--- src/rtl/pll_lock_supervisor.sv ---
// PLL lock supervisor: synchronizes and debounces the PLL lock indication,
// sequences the PLL reset with timeout/retry, and provides a clean reset
// for logic downstream of the PLL. Runs entirely on the free-running init clock.
module pll_lock_supervisor #(
  parameter int SYNC_STAGES         = 2,
  parameter int PLL_RST_CYCLES      = 20,
  parameter int LOCK_STABLE_CYCLES  = 1024,
  parameter int LOCK_TIMEOUT_CYCLES = 50000,
  parameter int MAX_RETRIES         = 7,
  parameter int CNT_W               = 16
) (
  input  logic       init_clk,
  input  logic       reset,
  input  logic       pll_lock_raw,
  input  logic       force_relock,
  output logic       pll_rst,
  output logic       sys_rst,
  output logic       locked,
  output logic       lock_lost,
  output logic [3:0] retry_count,
  output logic       fail
);

  typedef enum logic [2:0] {
    S_RESET_PLL,
    S_WAIT_LOCK,
    S_STABILIZE,
    S_LOCKED,
    S_FAILED
  } state_t;

  // Terminal counts: the counter starts at 0 on state entry, so N cycles end at N-1.
  localparam logic [CNT_W-1:0] RST_LAST  = CNT_W'(PLL_RST_CYCLES - 1);
  localparam logic [CNT_W-1:0] STAB_LAST = CNT_W'(LOCK_STABLE_CYCLES - 1);
  localparam logic [CNT_W-1:0] TMO_LAST  = CNT_W'(LOCK_TIMEOUT_CYCLES - 1);
  localparam logic [3:0]       RETRY_LAST = 4'(MAX_RETRIES - 1);
  localparam logic [3:0]       RETRY_MAX  = 4'(MAX_RETRIES);

  state_t                 r_state;
  logic [CNT_W-1:0]       r_cnt;
  logic [SYNC_STAGES-1:0] r_sync;
  logic                   r_pll_rst;
  logic                   r_sys_rst;
  logic                   r_locked;
  logic                   r_lock_lost;
  logic                   r_fail;
  logic [3:0]             r_retry;

  logic                   w_lock_s;
  state_t                 w_state_nxt;
  logic [3:0]             w_retry_nxt;
  logic                   w_lock_lost_nxt;
  logic                   w_restart;

  assign w_lock_s = r_sync[SYNC_STAGES-1];

  // Bring the asynchronous PLL lock into the init clock domain.
  always_ff @(posedge init_clk or posedge reset) begin
    if (reset) begin
      r_sync <= '0;
    end else begin
      r_sync <= {r_sync[SYNC_STAGES-2:0], pll_lock_raw};
    end
  end

  // Next-state, retry and lock-loss decisions; force_relock overrides everything.
  always_comb begin
    w_state_nxt     = r_state;
    w_retry_nxt     = r_retry;
    w_lock_lost_nxt = 1'b0;
    w_restart       = 1'b0;
    if (force_relock) begin
      w_state_nxt = S_RESET_PLL;
      w_retry_nxt = 4'd0;
      w_restart   = 1'b1;
    end else begin
      case (r_state)
        S_RESET_PLL: begin
          if (r_cnt == RST_LAST) w_state_nxt = S_WAIT_LOCK;
        end
        S_WAIT_LOCK: begin
          // A lock arriving on the timeout cycle still counts as a lock.
          if (w_lock_s) begin
            w_state_nxt = S_STABILIZE;
          end else if (r_cnt == TMO_LAST) begin
            if (r_retry == RETRY_LAST) begin
              w_state_nxt = S_FAILED;
              w_retry_nxt = RETRY_MAX;
            end else begin
              w_state_nxt = S_RESET_PLL;
              w_retry_nxt = r_retry + 4'd1;
            end
          end
        end
        S_STABILIZE: begin
          // Any drop, even on the terminal cycle, restarts the wait.
          if (!w_lock_s) begin
            w_state_nxt = S_WAIT_LOCK;
          end else if (r_cnt == STAB_LAST) begin
            w_state_nxt = S_LOCKED;
            w_retry_nxt = 4'd0;
          end
        end
        S_LOCKED: begin
          w_retry_nxt = 4'd0;
          if (!w_lock_s) begin
            w_state_nxt     = S_RESET_PLL;
            w_lock_lost_nxt = 1'b1;
          end
        end
        S_FAILED: begin
          w_state_nxt = S_FAILED;
        end
        default: begin
          w_state_nxt = S_RESET_PLL;
          w_retry_nxt = 4'd0;
        end
      endcase
    end
  end

  // State, saturating cycle counter and outputs registered from the next state.
  always_ff @(posedge init_clk or posedge reset) begin
    if (reset) begin
      r_state     <= S_RESET_PLL;
      r_cnt       <= '0;
      r_pll_rst   <= 1'b1;
      r_sys_rst   <= 1'b1;
      r_locked    <= 1'b0;
      r_lock_lost <= 1'b0;
      r_fail      <= 1'b0;
      r_retry     <= 4'd0;
    end else begin
      r_state <= w_state_nxt;
      if (w_restart || (w_state_nxt != r_state)) begin
        r_cnt <= '0;
      end else if (r_cnt != {CNT_W{1'b1}}) begin
        r_cnt <= r_cnt + 1'b1;
      end
      r_pll_rst   <= (w_state_nxt == S_RESET_PLL);
      r_sys_rst   <= (w_state_nxt != S_LOCKED);
      r_locked    <= (w_state_nxt == S_LOCKED);
      r_lock_lost <= w_lock_lost_nxt;
      r_fail      <= (w_state_nxt == S_FAILED);
      r_retry     <= w_retry_nxt;
    end
  end

  assign pll_rst     = r_pll_rst;
  assign sys_rst     = r_sys_rst;
  assign locked      = r_locked;
  assign lock_lost   = r_lock_lost;
  assign fail        = r_fail;
  assign retry_count = r_retry;

endmodule
--- config.mk ---
export PLATFORM = sky130hd
export DESIGN_NAME = pll_lock_supervisor
export DESIGN_NICKNAME = d
export VERILOG_FILES = /design/src/rtl/pll_lock_supervisor.sv
export SDC_FILE = /design/constraint.sdc
export NUM_CORES = 1
export LEC_CHECK = 0
export BUFFER_PORTS_ARGS = -buffer_cell sky130_fd_sc_hd__buf_2
export CAP_MARGIN = 40
export CORE_MARGIN = 10
export CORE_UTILIZATION = 40
export DETAILED_ROUTE_END_ITERATION = 16
export MAX_ROUTING_LAYER = met4
export PLACE_DENSITY = 0.65
export SYNTH_ARGS = -nofsm -noshare
export SYNTH_HDL_FRONTEND = slang
export SYNTH_SLANG_ARGS = --single-unit
--- constraint.sdc ---
create_clock -name init_clk -period 2.15 [get_ports init_clk]
set_input_delay 0 -clock init_clk [delete_from_list [all_inputs] [get_ports init_clk]]
set_output_delay 0 -clock init_clk [all_outputs]
set_load 0.005 [all_outputs]
==> metrics <==
status complete, no violations; DR WL met2 2.02 mm; CP required 2.36 ns; H-tree depth 2; period utilization a little over nine tenths; Fin. Hold Viols 0; Worst Setup Path Type reg -> reg; FF-to-FF Start r_cnt[7]$_DFFE_PP0P_; Int Power roughly 940 µW; CTS tree yes; antenna fix cells 0; crit path to r_cnt[2]$_DFFE_PP0P_; Synth Net Count 177; clk_lat worst skew about 0.28 ns; Clk network pwr share 46.1%; sequential area share after synthesis 42.2%; IO Pins 13; Slowest Stage Delay on Critical Path approximately 0.56 ns; largest net degree at the start of global routing 31; GRT Residual Overflow 0; pins over their slew limit 0; CTS Buf Count 5; CP startpoint kind flop; initial core utilization 41.0%; RD Place Congestion between 0.9 and 1; Max transition margin 72.2%; Distinct cells, synth 58; Crit. Startpoint r_cnt[7]$_DFFE_PP0P_; syn avg cell area between 10 and 15 µm²; Max Freq 480 MHz; min cycle time layout 2.08 ns; vias about 1500; switch share 20.8%; Metal-1 WL around 1.8 mm; total chip power between 1000 and 1500 µW; DR WL/cell approximately 16 µm; Max-cap violations 0; reg2reg end r_cnt[2]$_DFFE_PP0P_; async set or reset register ratio after synthesis 100%; DIE AREA 7540 µm²; Residual DRC 0; yosys warns 0; r2r setup slk roughly 0.07 ns; DR pass1 iterations 4; CTS Sinks 30; first-pass GRT wire length 6.73 mm; Final setup viols 0; cell count after synthesis 170; Root Driver clkbuf_8; Cell Count, Final, Fillers Out 258; vias in the first global route roughly 1500; EDFF count, synth 0; critical-path cell list or4bb_4 -> nor4_4 -> nand3b_4 -> nand3_4 -> buf_12 -> a21oi_2; Final ANT Viol Nets 0; die width 86.8 µm; P_sw between 200 and 250 µW; setup_tns 0 ns; initial antenna violation count 0; Fin Clk Skew 0.00828 ns; Tot GR Track Use roughly 11%; Worst path slowest cell or4bb_4; clk slew on worst S/H paths 0.06 ns; placed cell count 240; highest metal used met4; HP Class in -> reg; PortBufs 12; Synth Cell Area about 1800 µm²; top_reg_cell synth dfrtp_1; critical path data arrival time 2.29 ns; commonest cells after routing, fill and taps aside dfrtp_1 (27), buf_4 (18), buf_2 (12); floorplan core area 4350 µm²; Lkg Pwr 0.000945 µW; RSZ-0062 raised after global routing yes; Setup crit end kind flop; crit path max fanout 8; sequential share of power 48.7%; Final #Nets 212; DR vias/cell ~5.6; register bit total from synthesis 30; worst vdd ir 0.456 mV; Rows 24; DP HPWL around 2.8 mm; commonest non-fill, non-tap cell in the layout dfrtp_1; deepest clock path buffer count 2; share of layout cells above drive strength 1 36.4%; worst slew pin tran slightly above 0.4 ns; Power per Cell Area 540 nW/µm²; met3 wire length 241 µm; Area Growth Syn to Fin 23.5%; Gate power share under 10%; DR iter-0 viols 82; worst r2r path cells 6; Post-Route WL 4.08 mm; Chip Height 86.8 µm
[layout make-up]
| class | count | area [µm²] |
|---|---|---|
| fill | 384 | 2150 |
| multi-input combinational | 131 | 1030 |
| sequential | 30 | 754 |
| timing repair buffer | 33 | 235 |
| clock buffer | 7 | 76.3 |
| tap | 52 | 65.1 |
| clock inverter | 1 | 30.0 |
| inverter | 4 | 15.0 |
[metal layers]
metal  track usage, %  vias to the layer above
met5                -                        -
met4             3.53                        0
met3             3.56                        4
met2             18.4                       40
met1             12.3                      702
li1                 -                      709
[how the worst min path moves through the flow]
stage	startpoint	endpoint	slack, ns	depth (start not counted)
after floorplan	pll_lock_raw	r_sync[0]$_DFF_PP0_	0.03	0
after global placement	reset	locked$_DFF_PP0_	0.09	3
after detailed placement	reset	locked$_DFF_PP0_	0.10	3
after CTS	force_relock	retry_count[2]$_DFFE_PP0P_	0.02	2
after global routing	force_relock	retry_count[2]$_DFFE_PP0P_	0.03	2
final	force_relock	retry_count[2]$_DFFE_PP0P_	0.02	2
[synthesized netlist by cell type, drive strengths merged, types with 5 or more instances]
cell type / count / share of area (%)
nor2: 9 / 1.9
and3: 6 / 2.2
nand3: 11 / 4.1
nand2: 5 / 1.1
a21oi: 18 / 7.4
nand3b: 5 / 2.8
nand4: 5 / 1.8
nor3: 6 / 2.0
nor4: 5 / 2.9
xnor2: 5 / 2.5
o21ai: 9 / 2.5
dfrtp: 28 / 39
[kinds of logic (layout without fill, tap and decap cells)]
| group | after synthesis | in the layout | share of synthesized area [%] |
|---|---|---|---|
| simple gates | 71 | 71 | 27.2 |
| compound gates | 45 | 46 | 19.8 |
| buf+inv | 10 | 45 | 3.15 |
| flops | 30 | 30 | 42.2 |
| fa+ha+maj | 3 | 3 | 2.10 |
| mux | 2 | 2 | 1.12 |
| xor+xnor | 9 | 9 | 4.41 |
[critical path: cells and delay by family (launching register included)]
family	cells	cell delay [ns]
AO/OA/AOI/OAI	1	0.12
buffers and inverters	1	0.19
flip-flops	1	0.41
AND/OR/NAND/NOR	4	1.30
[sequential cells by signal, summed over array words and instances, names as in the netlist]
name	count
sys_rst	1
pll_rst	1
r_sync	2
retry_count	4
lock_lost	1
r_state	3
r_cnt	16
locked	1
fail	1
[timing repair]
item | in CTS | in global routing
resized for setup | 0 | 9
hold buffers | 2 | 0
buffers inserted | 3 | 4
endpoints found under the hold margin | 29 | 0
cloned | 0 | 1
pin swaps | 0 | 3
endpoints found under the setup margin | 1 | 15
[power groups by stage]
stage          Clock (µW)  Sequential (µW)  Combinational, µW
3_5_place_dp            0              590               50.3
5_1_grt               603              581               71.7
4_1_cts               567              579               60.8
6_report              549              580               62.8
2_1_floorplan           0              588               38.7
3_3_place_gp            0              589               47.8
[stage by stage]
step / hold slack [ns] / util, % / worst slack (ns) / cell area (µm²)
5_1_grt: 0.0324 / 50.7 / -0.0371 / 2210
3_5_place_dp: 0.100 / 45.0 / -0.0189 / 1960
4_1_cts: 0.0175 / 48.7 / 0.0554 / 2120
6_report: 0.0228 / 50.7 / 0.0681 / 2210
3_3_place_gp: 0.0873 / 45.0 / 0.0450 / 1960
2_1_floorplan: 0.0314 / - / 0.138 / 1790
Note: power is estimated with default switching activity, not from simulation.
